File: src/rtl/wb_port_arbiter_pkg.sv
// Shared widths, FSM state encodings and helpers for the register-file write-port arbiter.
// The state encodings are exported so the hazard unit can decode alu_stall sources consistently.
package wb_port_arbiter_pkg;

  localparam int WB_DSIZE = 32;
  localparam int WB_ASIZE = 5;

  localparam logic WB_S_EMPTY = 1'b0;
  localparam logic WB_S_HELD  = 1'b1;

  typedef enum logic {
    S_EMPTY = WB_S_EMPTY,
    S_HELD  = WB_S_HELD
  } wb_state_e;

  // Saturating increment used by the optional conflict counter.
  function automatic logic [15:0] sat_inc16(input logic [15:0] v);
    return (v == 16'hFFFF) ? v : v + 16'd1;
  endfunction

endpackage

File: src/rtl/wb_port_arbiter_if.sv
// Bundle of the ALU, load-unit and register-file write signals around the write-port arbiter.
// slave = arbiter side, master = pipeline/load-unit/register-file side.
interface wb_port_arbiter_if #(
  parameter int DSIZE = 32,
  parameter int ASIZE = 5
);
  logic             alu_valid;
  logic [DSIZE-1:0] alu_data;
  logic [ASIZE-1:0] alu_waddr;
  logic             alu_stall;
  logic             ld_valid;
  logic [DSIZE-1:0] ld_data;
  logic [ASIZE-1:0] ld_waddr;
  logic             ld_ready;
  logic             wen;
  logic [ASIZE-1:0] waddr;
  logic [DSIZE-1:0] wdata;

  modport slave (
    input  alu_valid, alu_data, alu_waddr,
    input  ld_valid, ld_data, ld_waddr,
    output alu_stall, ld_ready,
    output wen, waddr, wdata
  );

  modport master (
    output alu_valid, alu_data, alu_waddr,
    output ld_valid, ld_data, ld_waddr,
    input  alu_stall, ld_ready,
    input  wen, waddr, wdata
  );
endinterface

File: src/rtl/wb_port_arbiter_hold_reg.sv
// One-entry {valid, addr, data} buffer (wb_hold_reg) holding an ALU result deferred by a load.
// clear_i wins over load_i; reset is asynchronous and empties the entry.
module wb_port_arbiter_hold_reg #(
  parameter int DSIZE = 32,
  parameter int ASIZE = 5
) (
  input  logic             clk,
  input  logic             rst,
  input  logic             load_i,
  input  logic             clear_i,
  input  logic [ASIZE-1:0] addr_i,
  input  logic [DSIZE-1:0] data_i,
  output logic             valid_o,
  output logic [ASIZE-1:0] addr_o,
  output logic [DSIZE-1:0] data_o
);

  logic             valid_q;
  logic [ASIZE-1:0] addr_q;
  logic [DSIZE-1:0] data_q;

  always_ff @(posedge clk or posedge rst) begin
    if (rst) begin
      valid_q <= 1'b0;
      addr_q  <= '0;
      data_q  <= '0;
    end else if (clear_i) begin
      valid_q <= 1'b0;
    end else if (load_i) begin
      valid_q <= 1'b1;
      addr_q  <= addr_i;
      data_q  <= data_i;
    end
  end

  assign valid_o = valid_q;
  assign addr_o  = addr_q;
  assign data_o  = data_q;

endmodule

File: src/rtl/wb_port_arbiter.sv
// Register-file write-port arbiter: held ALU entry > load > incoming ALU, registered write outputs.
// Optional build macro WB_CONFLICT_CNT_EN adds a saturating 16-bit collision counter output.
module wb_port_arbiter
  import wb_port_arbiter_pkg::*;
#(
  parameter int DSIZE = WB_DSIZE,
  parameter int ASIZE = WB_ASIZE
) (
  input  logic                clk,
  input  logic                rst,
  wb_port_arbiter_if.slave    bus
`ifdef WB_CONFLICT_CNT_EN
  ,
  output logic [15:0]         conflict_cnt
`endif
);

  wb_state_e        state_q, state_d;
  logic             wen_q;
  logic [ASIZE-1:0] waddr_q;
  logic [DSIZE-1:0] wdata_q;

  logic             hold_valid;
  logic [ASIZE-1:0] hold_addr;
  logic [DSIZE-1:0] hold_data;
  logic             hold_load_d, hold_clear_d;

  logic             grant_d;
  logic [ASIZE-1:0] gaddr_d;
  logic [DSIZE-1:0] gdata_d;

  wb_port_arbiter_hold_reg #(
    .DSIZE (DSIZE),
    .ASIZE (ASIZE)
  ) u_hold (
    .clk     (clk),
    .rst     (rst),
    .load_i  (hold_load_d),
    .clear_i (hold_clear_d),
    .addr_i  (bus.alu_waddr),
    .data_i  (bus.alu_data),
    .valid_o (hold_valid),
    .addr_o  (hold_addr),
    .data_o  (hold_data)
  );

  // In HELD the ALU input is frozen upstream and the load is refused, so only the held entry matters.
  always_comb begin
    state_d      = state_q;
    grant_d      = 1'b0;
    gaddr_d      = '0;
    gdata_d      = '0;
    hold_load_d  = 1'b0;
    hold_clear_d = 1'b0;
    case (state_q)
      S_HELD: begin
        grant_d      = hold_valid;
        gaddr_d      = hold_addr;
        gdata_d      = hold_data;
        hold_clear_d = 1'b1;
        state_d      = S_EMPTY;
      end
      default: begin
        if (bus.ld_valid) begin
          grant_d = 1'b1;
          gaddr_d = bus.ld_waddr;
          gdata_d = bus.ld_data;
          if (bus.alu_valid) begin
            hold_load_d = 1'b1;
            state_d     = S_HELD;
          end
        end else if (bus.alu_valid) begin
          grant_d = 1'b1;
          gaddr_d = bus.alu_waddr;
          gdata_d = bus.alu_data;
        end
      end
    endcase
  end

  // r0 is hardwired: the beat is consumed and address/data still track it, only wen is masked.
  always_ff @(posedge clk or posedge rst) begin
    if (rst) begin
      state_q <= S_EMPTY;
      wen_q   <= 1'b0;
      waddr_q <= '0;
      wdata_q <= '0;
    end else begin
      state_q <= state_d;
      wen_q   <= grant_d && (gaddr_d != '0);
      if (grant_d) begin
        waddr_q <= gaddr_d;
        wdata_q <= gdata_d;
      end
    end
  end

  assign bus.alu_stall = (state_q == S_HELD);
  assign bus.ld_ready  = (state_q == S_EMPTY);
  assign bus.wen       = wen_q;
  assign bus.waddr     = waddr_q;
  assign bus.wdata     = wdata_q;

`ifdef WB_CONFLICT_CNT_EN
  logic [15:0] conflict_cnt_q;

  always_ff @(posedge clk or posedge rst) begin
    if (rst) begin
      conflict_cnt_q <= 16'd0;
    end else if (state_q == S_EMPTY && state_d == S_HELD) begin
      conflict_cnt_q <= sat_inc16(conflict_cnt_q);
    end
  end

  assign conflict_cnt = conflict_cnt_q;
`endif

endmodule

File: src/flat_wrapper.sv
// flat-port wrapper written by rule: the top's interface ports become plain ports
module wb_port_arbiter_flat import wb_port_arbiter_pkg::*;
#(
  parameter int DSIZE = WB_DSIZE,
  parameter int ASIZE = WB_ASIZE
)
  (clk, rst, bus_alu_valid, bus_alu_data, bus_alu_waddr, bus_ld_valid, bus_ld_data, bus_ld_waddr, bus_alu_stall, bus_ld_ready, bus_wen, bus_waddr, bus_wdata);
  wb_port_arbiter_if #(.DSIZE(DSIZE), .ASIZE(ASIZE)) bus_i ();
  input  logic clk;
  input  logic rst;
  input wire logic [$bits(bus_i.alu_valid)-1:0] bus_alu_valid;
  input wire logic [$bits(bus_i.alu_data)-1:0] bus_alu_data;
  input wire logic [$bits(bus_i.alu_waddr)-1:0] bus_alu_waddr;
  input wire logic [$bits(bus_i.ld_valid)-1:0] bus_ld_valid;
  input wire logic [$bits(bus_i.ld_data)-1:0] bus_ld_data;
  input wire logic [$bits(bus_i.ld_waddr)-1:0] bus_ld_waddr;
  output wire logic [$bits(bus_i.alu_stall)-1:0] bus_alu_stall;
  output wire logic [$bits(bus_i.ld_ready)-1:0] bus_ld_ready;
  output wire logic [$bits(bus_i.wen)-1:0] bus_wen;
  output wire logic [$bits(bus_i.waddr)-1:0] bus_waddr;
  output wire logic [$bits(bus_i.wdata)-1:0] bus_wdata;
  assign bus_i.alu_valid = bus_alu_valid;
  assign bus_i.alu_data = bus_alu_data;
  assign bus_i.alu_waddr = bus_alu_waddr;
  assign bus_i.ld_valid = bus_ld_valid;
  assign bus_i.ld_data = bus_ld_data;
  assign bus_i.ld_waddr = bus_ld_waddr;
  assign bus_alu_stall = bus_i.alu_stall;
  assign bus_ld_ready = bus_i.ld_ready;
  assign bus_wen = bus_i.wen;
  assign bus_waddr = bus_i.waddr;
  assign bus_wdata = bus_i.wdata;
  wb_port_arbiter #(.DSIZE(DSIZE), .ASIZE(ASIZE)) u_core (.clk(clk), .rst(rst), .bus(bus_i));
endmodule
File: config.mk
export PLATFORM = sky130hd
export DESIGN_NAME = wb_port_arbiter_flat
export DESIGN_NICKNAME = d
export VERILOG_FILES = /design/src/rtl/wb_port_arbiter_pkg.sv /design/src/rtl/wb_port_arbiter_if.sv /design/src/rtl/wb_port_arbiter_hold_reg.sv /design/src/rtl/wb_port_arbiter.sv /design/src/flat_wrapper.sv
export SDC_FILE = /design/constraint.sdc
export NUM_CORES = 1
export LEC_CHECK = 0
export CORE_UTILIZATION = 50
export DETAILED_ROUTE_END_ITERATION = 8
export PLACE_DENSITY = 0.95
export SYNTH_ARGS = -nofsm -noshare
export SYNTH_HDL_FRONTEND = slang
export SYNTH_SLANG_ARGS = --single-unit
File: constraint.sdc
create_clock -name clk -period 4.83 [get_ports clk]
set_clock_uncertainty 0.1 [all_clocks]
set_input_delay 0.7245 -clock clk [delete_from_list [all_inputs] [get_ports clk]]
set_output_delay 0.7245 -clock clk [all_outputs]
set_load 0.005 [all_outputs]
**After elaboration in Yosys (flattened, before gate mapping)**

Index checks and enable logic that the tools add are counted.

- Mux-type cells: 14
- Reduce and logical (&&, ||, !) cells: 4
- Bitwise operators: 2

Operator list:

| cell | count |
|---|---|
| $mux 32 | 3 |
| $mux 5 | 3 |
| $mux 1 | 8 |
| $reduce_bool 5->1 | 1 |
| $not 1->1 | 2 |
| $reduce_and 2->1 | 1 |
| $reduce_bool 2->1 | 1 |
| $logic_and 1x1->1 | 1 |

- Word-level logic and storage cells: 27
- Register bits after elaboration: 77

**Depth between registers and ports, before layout**

Gate-level depths: netlist of the first run.

- Word-level depth: 5
- Gate-level depth with buffers: 7
- Mapped depth without buffers: 4

**Hierarchy**

Synthesis of the first run repeated with hierarchy kept, for this count alone.

- Cell total of the unflattened synthesis: 304
- Area, all modules: 3,668.5 sq um

By module, submodules not included:

| module | cells an instance | area an instance (sq um) | seq. area each (sq um) | instances |
|---|---|---|---|---|
| wb_port_arbiter | 221 | 2,083.2 | 975.9 | 1 |
| wb_port_arbiter_hold_reg | 83 | 1,585.3 | 950.9 | 1 |

**Worst setup path before layout of the first run**

Ideal clock, no wire load.

- Kind: input to register
- From: input port bus_ld_valid
- To: register u_core.waddr_q[0] (netlist: u_core.bus.waddr[0])
- Stages: 5
- Data required time: 4.605 ns
- Arrival: 1.785 ns
- Buffers on the path: 2
- Slack: 2.820 ns
- Path through: buf_6 or3_4 o21ai_4 buf_12 mux2_4

- Word-level cells in the longest chain between the ends: 2
- Elaborated cells on any way between the ends: 4
- Those cells by class: mux: 4

Ends and longest elaborated chain:

| what | line | RTL |
|---|---|---|
| from (decl) | flat_wrapper.sv:14 | `input wire logic [$bits(bus_i.ld_valid)-1:0] bus_ld_valid;` |
| $mux 5 / $mux 1 (equally long branches) | wb_port_arbiter.sv:64 | `if (bus.ld_valid) begin` |
| $mux 5 / $mux 1 (equally long branches) | wb_port_arbiter.sv:55 | `case (state_q)` |
| to (signal assigned) | wb_port_arbiter.sv:92 | `waddr_q <= gaddr_d;` |
| to (decl) | wb_port_arbiter.sv:20 | `logic [ASIZE-1:0] waddr_q;` |

Several ways; a longest one is shown, not always the timed one.
A chain may end at the register's enable or synchronous reset.

**Worst setup path in the final report of the first run**

- From: register u_core.state_q (netlist: u_core.bus.alu_stall)
- To: register u_core.waddr_q[3] (netlist: u_core.bus.waddr[3])

- Word-level cells in the longest chain between the ends: 1
- Elaborated cells on any way between the ends: 2
- Those cells by class: mux: 2

Ends and longest elaborated chain:

| what | line | RTL |
|---|---|---|
| from (decl) | wb_port_arbiter.sv:18 | `wb_state_e state_q, state_d;` |
| from (signal assigned) | wb_port_arbiter.sv:89 | `state_q <= state_d;` |
| $mux 5 / $mux 1 (equally long branches) | wb_port_arbiter.sv:55 |  |

Several ways; a longest one is shown, not always the timed one.

==> results of run 1 <==
## layer usage
layer	part of all wire	track usage
met1	0.41	0.3218
met2	0.51	0.4034
met3	0.057	0.04739
met4	0.020	0.1013
met5	0	0
## power by group
part | switching [mW] | internal [mW]
registers | 0.0678 | 0.751
logic | 0.148 | 0.241
clock network | 0.229 | 0.236
total | 0.445 | 1.23
## flip-flops by register name (all words and copies together) (netlist names)
register	flops
u_core.u_hold.addr_o	5
u_core.u_hold.valid_o	1
u_core.bus.waddr	5
u_core.bus.wdata	32
u_core.bus.wen	1
u_core.bus.alu_stall	1
u_core.u_hold.data_o	32
## worst paths after layout
kind	cells past startpoint	slack, ns	to	from
min	2	0.38	u_core.bus.wdata[9]$_DFFE_PP0P_	u_core.bus.wdata[9]$_DFFE_PP0P_
max reg2reg	4	1.57	u_core.bus.waddr[3]$_DFFE_PP0P_	u_core.bus.alu_stall$_DFF_PP0_
min reg2reg	2	0.38	u_core.bus.wdata[9]$_DFFE_PP0P_	u_core.bus.wdata[9]$_DFFE_PP0P_
min in group asynchronous	2	0.70	u_core.u_hold.data_o[9]$_DFFE_PP0P_	rst
max	4	1.57	u_core.bus.waddr[3]$_DFFE_PP0P_	u_core.bus.alu_stall$_DFF_PP0_
max in group asynchronous	3	3.01	u_core.bus.alu_stall$_DFF_PP0_	rst
## critical path: stages (launching register included)
cell,delay (ns)
dfrtp_2,1.04
inv_2,0.42
o21ai_4,0.70
buf_4,0.50
mux2_2,0.38
## kinds of logic after synthesis
| logic type | Yosys count |
|---|---|
| flops | 77 |
| mux | 41 |
| simple gates | 93 |
| buf+inv | 33 |
| compound gates | 96 |
## layout make-up
type / instances / share of cell area
sequential: 77 / 0.3885
multi-input combinational: 230 / 0.3070
timing repair buffer: 120 / 0.2395
clock buffer: 9 / 0.02496
tap: 96 / 0.02420
clock inverter: 7 / 0.01336
inverter: 3 / 0.002521
## stage by stage
step           setup slack, ns  utilization  power (mW)  cell area, µm²
2_1_floorplan            2.039            -       1.005            3645
3_3_place_gp             1.420       0.6911       1.195            4773
3_5_place_dp             1.369       0.6911       1.217            4773
4_1_cts                  1.582       0.7187       1.683            4964
5_1_grt                  1.320       0.7187       1.760            4964
6_report                 1.570       0.7187       1.672            4964
## placed cells by master, fill, tap and decap left out, types with 3 or more instances in the layout
cell type and n:
mux2_4 3, nor2_1 14, clkdlybuf4s50_1 116, o21ai_0 18
o31ai_1 14, a2bb2oi_1 4, mux2_2 38, buf_4 3
nand3b_1 23, clkinv_2 5, dfrtp_1 76, clkbuf_8 9
nand2_1 52, a221oi_1 14, a21oi_1 43
==> flow_summary.ini, run 1 <==
[placement]
io_buffer_count = 117
dp_cells = 526
place_hpwl_mm = 6.212
gp_congestion = 0.7669

[final_layout]
area_growth_pct = 36.18
multi_input_area_um2 = 1524
final_layout_size_suffix_gt1_frac = 0.1502
seq_area_um2 = 1928
fin_cells = 542
antenna_cells = 0
fillers = 521
nets = 519

[min_path]
hp-class = register to register

[clock_tree]
clk_pin_slew_ns = 0.08
htree_levels = 3
post_cts_buffers = 0
cts_buffers = 9
clock_insertion_delay_worst_skew_ns = 0.34
cts_sinks = 77
cts_tree = built
cts_buffer_depth = 2
ctsResizeCount = 0
hold_buffers = 0
cts_root_buffer = clkbuf_8

[routing]
firstDrtPassIters = 4
vias = 3031
drtIter0Drc = 182
routed_via_density = 5.592
wl_per_cell_um = 16.54
drc_errors = 0
totalWireLength_mm = 8.967
ant_nets = 0

[synth]
synth_compound_area_frac = 0.1637
synthMuxAreaShare = 0.1298
synthFlopType = dfrtp_1
synth_top_family_by_area = compound AO/OA/AOI/OAI gates
synth-edff-count = 0
synth_most_common_cell = dfrtp_1
yosysSeqAreaShare = 0.5287
yosysTopAreaCell = dfrtp_1
ys_ff_latch = 77
synthCells = 340
synthXorXnorAreaFrac = 0
ys_top_cells_by_count = 77 x dfrtp_1, 52 x nand2_1, 43 x a21oi_1, 38 x mux2_2, 23 x nand3b_1
yosysWarningCount = 0
yosys.area_share.simple = 0.1232
synth_top_area_frac = 0.5287
async_flop_share = 1.000
synthesis.nets = 418
synth_fa_ha_area_frac = 0
avgSynthCellArea_um2 = 10.72
ys_types = 27
synth.area.top_cells = dfrtp_1 53%, mux2_2 12%, a21oi_1 5.9%, nand2_1 5.4%, nand3b_1 4.7%
synthesis.area_um2 = 3645

[floorplan]
dieArea_um2 = 7635
coreArea_um2 = 6907
fp-row-count = 30
die_y_um = 87.38
ios = 118
die_w_um = 87.38
start_util = 0.5277

[global_route]
grt_overflow = 0
grt_use_total = 0.2464
antenna_found_initial = 0
grt_max_degree = 64
grt_pass1_vias = 2948
grt_pass1_wl_mm = 14.43

[power_and_ir_drop]
power_density_nw_per_um2 = 336.8
ir_drop_v = 0.0001760
p_leak_nw = 2.003

[timing]
fin_crit_ns = 3.260
setup_viol = 0
maxSlewViolCount = 0
tns_ns = 0
rsz0062_at_grt = false
timing.fmax_mhz = 306.7
timing.final.crit_share = 0.6750
finalHoldViolations = 0
slew_headroom = 0.2754
tightest_slew_ns = 1.085
holdWs_ns = 0.3847

[critical_path]
critPathCaptureType = register
critical_path_class = register to register
start_kind = register
path_max_fanout = 59
worst_ep_required_time_ns = 4.96
worstPathArrival_ns = 3.39

[flow_run]
maxCapViolCount = 0

[run_status]
outcome = complete, no violations
Power figures use the tool's default switching activity.
==> run 2, diff against run 1 <==
CORE_UTILIZATION = 42   (was 50)
PLACE_DENSITY = 0.86   (was 0.95)
clock period = 2.8 ns   (was 4.83 ns; I/O delays follow)
==> flow_summary.ini, run 2 (synthesis results as in run 1) <==
[run_status]
outcome = complete, no violations

[timing]
layout_setup_ws_ns = 0.4711
maxSlewViolCount = 0
tns_ns = 0
rsz0062_at_grt = false
tightest_slew_ns = 0.7856
setup_viol = 0
finalHoldViolations = 0
timing.final.crit_share = 0.8317
timing.fmax_mhz = 429.4
slew_headroom = 0.4743
fin_crit_ns = 2.329

[global_route]
grt_use_total = 0.2045
antenna_found_initial = 0
grt_pass1_wl_mm = 14.11
grt_max_degree = 58
grt_overflow = 0
grt_pass1_vias = 3009

[clock_tree]
clk_pin_slew_ns = 0.08
ctsResizeCount = 0
cts_tree = built
cts_buffer_depth = 2
post_cts_buffers = 0
clock_insertion_delay_worst_skew_ns = 0.33
cts_root_buffer = clkbuf_8
hold_buffers = 0
cts_sinks = 77
htree_levels = 3
cts_buffers = 9

[final_layout]
area_growth_pct = 39.41
layout_common_cells = 116 x clkdlybuf4s50_1, 76 x dfrtp_1, 52 x nand2_1
antenna_cells = 0
layout_commonest_cell = clkdlybuf4s50_1
final_layout_size_suffix_gt1_frac = 0.1615
final_area_um2 = 5081
fin_util = 0.6122
nets = 525

[critical_path]
critical_path_class = register to output port
start_kind = register
critPathCaptureType = output port
path_max_fanout = 57
worstPathArrival_ns = 1.81
worst_ep_required_time_ns = 2.28
r2r_slack_ns = 1.01

[floorplan]
dieArea_um2 = 9054
die_y_um = 95.16
die_w_um = 95.16
fp-row-count = 33
coreArea_um2 = 8299
ios = 118
start_util = 0.4392

[power_and_ir_drop]
p_leak_nw = 2.052
power_density_nw_per_um2 = 589.4
ir_drop_v = 0.0002943

[min_path]
hp-class = primary input to asynchronous set/reset pin

[routing]
drtIter0Drc = 128
wl_per_cell_um = 16.15
routed_via_density = 5.375
ant_nets = 0
firstDrtPassIters = 4
vias = 2994
drc_errors = 0
totalWireLength_mm = 8.993

[flow_run]
maxCapViolCount = 0

[placement]
io_buffer_count = 117
placed_area_um2 = 4867
gp_congestion = 0.7400
place_hpwl_mm = 6.150
post-place-ws_ns = 0.6033
[run 2: report_power, final]
| part | internal (mW) | total (mW) | switching (mW) |
|---|---|---|---|
| clock network | 0.497 | 0.910 | 0.413 |
| registers | 1.30 | 1.40 | 0.106 |
| logic | 0.425 | 0.684 | 0.258 |
[run 2: critical path: stages (launching register included)]
cell,delay (ns)
dfrtp_2,0.38
buf_4,0.48
clkdlybuf4s50_1,0.61
[run 2: worst paths after layout]
path,cells after the start,to,startpoint
hold reg to reg,2,u_core.bus.wdata[14]$_DFFE_PP0P_,u_core.bus.wdata[14]$_DFFE_PP0P_
max in group asynchronous,3,u_core.bus.wdata[19]$_DFFE_PP0P_,rst
setup reg to reg,5,u_core.bus.wdata[12]$_DFFE_PP0P_,u_core.bus.alu_stall$_DFF_PP0_
setup / recovery,2,bus_alu_stall,u_core.bus.alu_stall$_DFF_PP0_
min in group clk,2,u_core.bus.wdata[14]$_DFFE_PP0P_,u_core.bus.wdata[14]$_DFFE_PP0P_
hold / removal,2,u_core.u_hold.data_o[8]$_DFFE_PP0P_,rst
[run 2: final cells by class]
cell class,instances,area [µm²]
fill,689,3218
sequential,77,1928
multi-input combinational,230,1524
timing repair buffer,126,1271
tap,105,131.4
clock buffer,9,123.9
clock inverter,7,90.09
inverter,3,12.51
[run 2: metrics by stage]
stage          total power, mW  hold slack [ns]  cells
6_report                 2.995           0.3696    557
5_1_grt                  3.144           0.4022    557
4_1_cts                  3.024           0.3828    557
3_5_place_dp             2.111           0.3698    541
3_3_place_gp             2.079           0.3633    541
2_1_floorplan            1.734           0.3698    340
[run 2: layer usage]
layer | global-route usage | share of wire | vias up | routed length, µm
met5 | 0 | 0 | - | 0
met4 | 0.07828 | 0.013 | 0 | 121
met3 | 0.05183 | 0.070 | 11 | 627
met2 | 0.3381 | 0.47 | 116 | 4263
met1 | 0.2567 | 0.44 | 1442 | 3980
li1 | - | - | 1425 | -
==> run 3, diff against run 2 <==
CORE_UTILIZATION = 46   (was 42)
PLACE_DENSITY = 0.89   (was 0.86)
clock period = 2.3 ns   (was 2.8 ns; I/O delays follow)
==> flow_summary.ini, run 3 (synthesis results as in run 1) <==
[timing]
timing.fmax_mhz = 460.6
setup_viol = 0
layout_setup_ws_ns = 0.1291
timing.final.crit_share = 0.9439
finalHoldViolations = 0
tns_ns = 0
tightest_slew_ns = 0.4687
rsz0062_at_grt = false
slew_headroom = 0.6863
maxSlewViolCount = 0
fin_crit_ns = 2.171

[floorplan]
fp-row-count = 32
start_util = 0.4741
dieArea_um2 = 8284
die_y_um = 91.02
coreArea_um2 = 7687
die_w_um = 91.02
ios = 118

[final_layout]
fillers = 595
seq_area_um2 = 1928
antenna_cells = 0
multi_input_area_um2 = 1524
layout_common_cells = 116 x clkdlybuf4s50_1, 76 x dfrtp_1, 52 x nand2_1
final_layout_size_suffix_gt1_frac = 0.1707
layout_commonest_cell = clkdlybuf4s50_1
fin_cells = 559
nets = 530
area_growth_pct = 41.33

[min_path]
hp-class = primary input to asynchronous set/reset pin

[critical_path]
worst_path_largest_cell_delay_ns = 0.59
critPathCaptureType = output port
start_kind = register
cpMaxStageDelayCell = clkdlybuf4s50_1
worst_ep_required_time_ns = 1.86
worstPathArrival_ns = 1.73
crit_buf_inv = 2
cp_cell_sequence = buf_4 -> clkdlybuf4s50_1
path_delay_family = buffers and inverters
critical_path_class = register to output port
path_max_fanout = 38

[routing]
totalWireLength_mm = 8.901
drtIter0Drc = 162
wl_per_cell_um = 15.92
firstDrtPassIters = 4
drc_errors = 0
vias = 3049
ant_nets = 0
routed_via_density = 5.454

[placement]
dp_cells = 543
place_hpwl_mm = 6.164
io_buffer_count = 117
post-place-ws_ns = 0.1619
gp_congestion = 0.7682

[power_and_ir_drop]
power_density_nw_per_um2 = 736.8
ir_drop_v = 0.0005139
p_leak_nw = 2.089

[global_route]
grt_pass1_vias = 3118
grt_use_total = 0.2272
grt_pass1_wl_mm = 14.92
antenna_found_initial = 0
grt_overflow = 0
grt_max_degree = 78

[clock_tree]
htree_levels = 3
clock_insertion_delay_worst_skew_ns = 0.34
cts_sinks = 77
hold_buffers = 0
cts_tree = built
cts_buffers = 9
clk_pin_slew_ns = 0.08
cts_buffer_depth = 2
post_cts_buffers = 0
ctsResizeCount = 0
cts_root_buffer = clkbuf_8

[flow_run]
maxCapViolCount = 0

[run_status]
outcome = complete, no violations
[run 3: cell types whose count changed in the layout (fill, tap and decap cells not counted)]
cell       before  now
clkinv_2        4    0
clkinv_4        0    3
buf_4           6   11
bufinv_16       2    3
[run 3: report_power, final]
part	switching [mW]	internal [mW]	total, mW
sequential	0.127	1.58	1.70
combinational	0.321	0.524	0.845
clock	0.521	0.726	1.25
total	0.969	2.83	3.80
[run 3: layer usage]
| layer | GRT usage | part of all wire |
|---|---|---|
| met1 | 0.2869 | 0.42 |
| met2 | 0.3782 | 0.49 |
| met3 | 0.05193 | 0.074 |
| met4 | 0.09127 | 0.016 |
| met5 | 0 | 0 |
[run 3: final timing paths]
| kind | start | endpoint | slack [ns] | depth (start not counted) |
|---|---|---|---|---|
| min reg2reg | u_core.bus.wdata[11]$_DFFE_PP0P_ | u_core.bus.wdata[11]$_DFFE_PP0P_ | 0.39 | 2 |
| max reg2reg | u_core.bus.alu_stall$_DFF_PP0_ | u_core.bus.wdata[23]$_DFFE_PP0P_ | 0.54 | 5 |
| min in group clk | u_core.bus.wdata[11]$_DFFE_PP0P_ | u_core.bus.wdata[11]$_DFFE_PP0P_ | 0.39 | 2 |
| max | u_core.bus.alu_stall$_DFF_PP0_ | bus_alu_stall | 0.13 | 2 |
| max in group asynchronous | rst | u_core.bus.alu_stall$_DFF_PP0_ | 1.41 | 3 |
| min | rst | u_core.u_hold.data_o[9]$_DFFE_PP0P_ | 0.35 | 3 |
[run 3: worst register-to-register path: stages (launching register included)]
cell and delay, ns:
dfrtp_2 0.43, or3_4 0.38, o21ai_4 0.19, buf_4 0.35, nand2_1 0.12, o21ai_0 0.10
[run 3: per-stage QoR]
step / area (µm²) / total power [mW] / hold WS [ns] / utilization
floorplan: 3649 / 2.111 / 0.3698 / -
finish: 5151 / 3.795 / 0.3542 / 0.6701
global placement: 4903 / 2.537 / 0.3652 / 0.6379
CTS: 5151 / 3.811 / 0.3745 / 0.6701
detailed placement: 4903 / 2.575 / 0.3706 / 0.6379
global route: 5151 / 3.972 / 0.3916 / 0.6701
[run 3: area by class of cell]
class                   instances  area share
clock buffers                   9     0.02405
multi-input cells             230      0.2958
repair buffers                131      0.2541
clock inverters                 7     0.02405
inverters                       3    0.002915
well taps                     102     0.02478
flip-flops and latches         77      0.3743
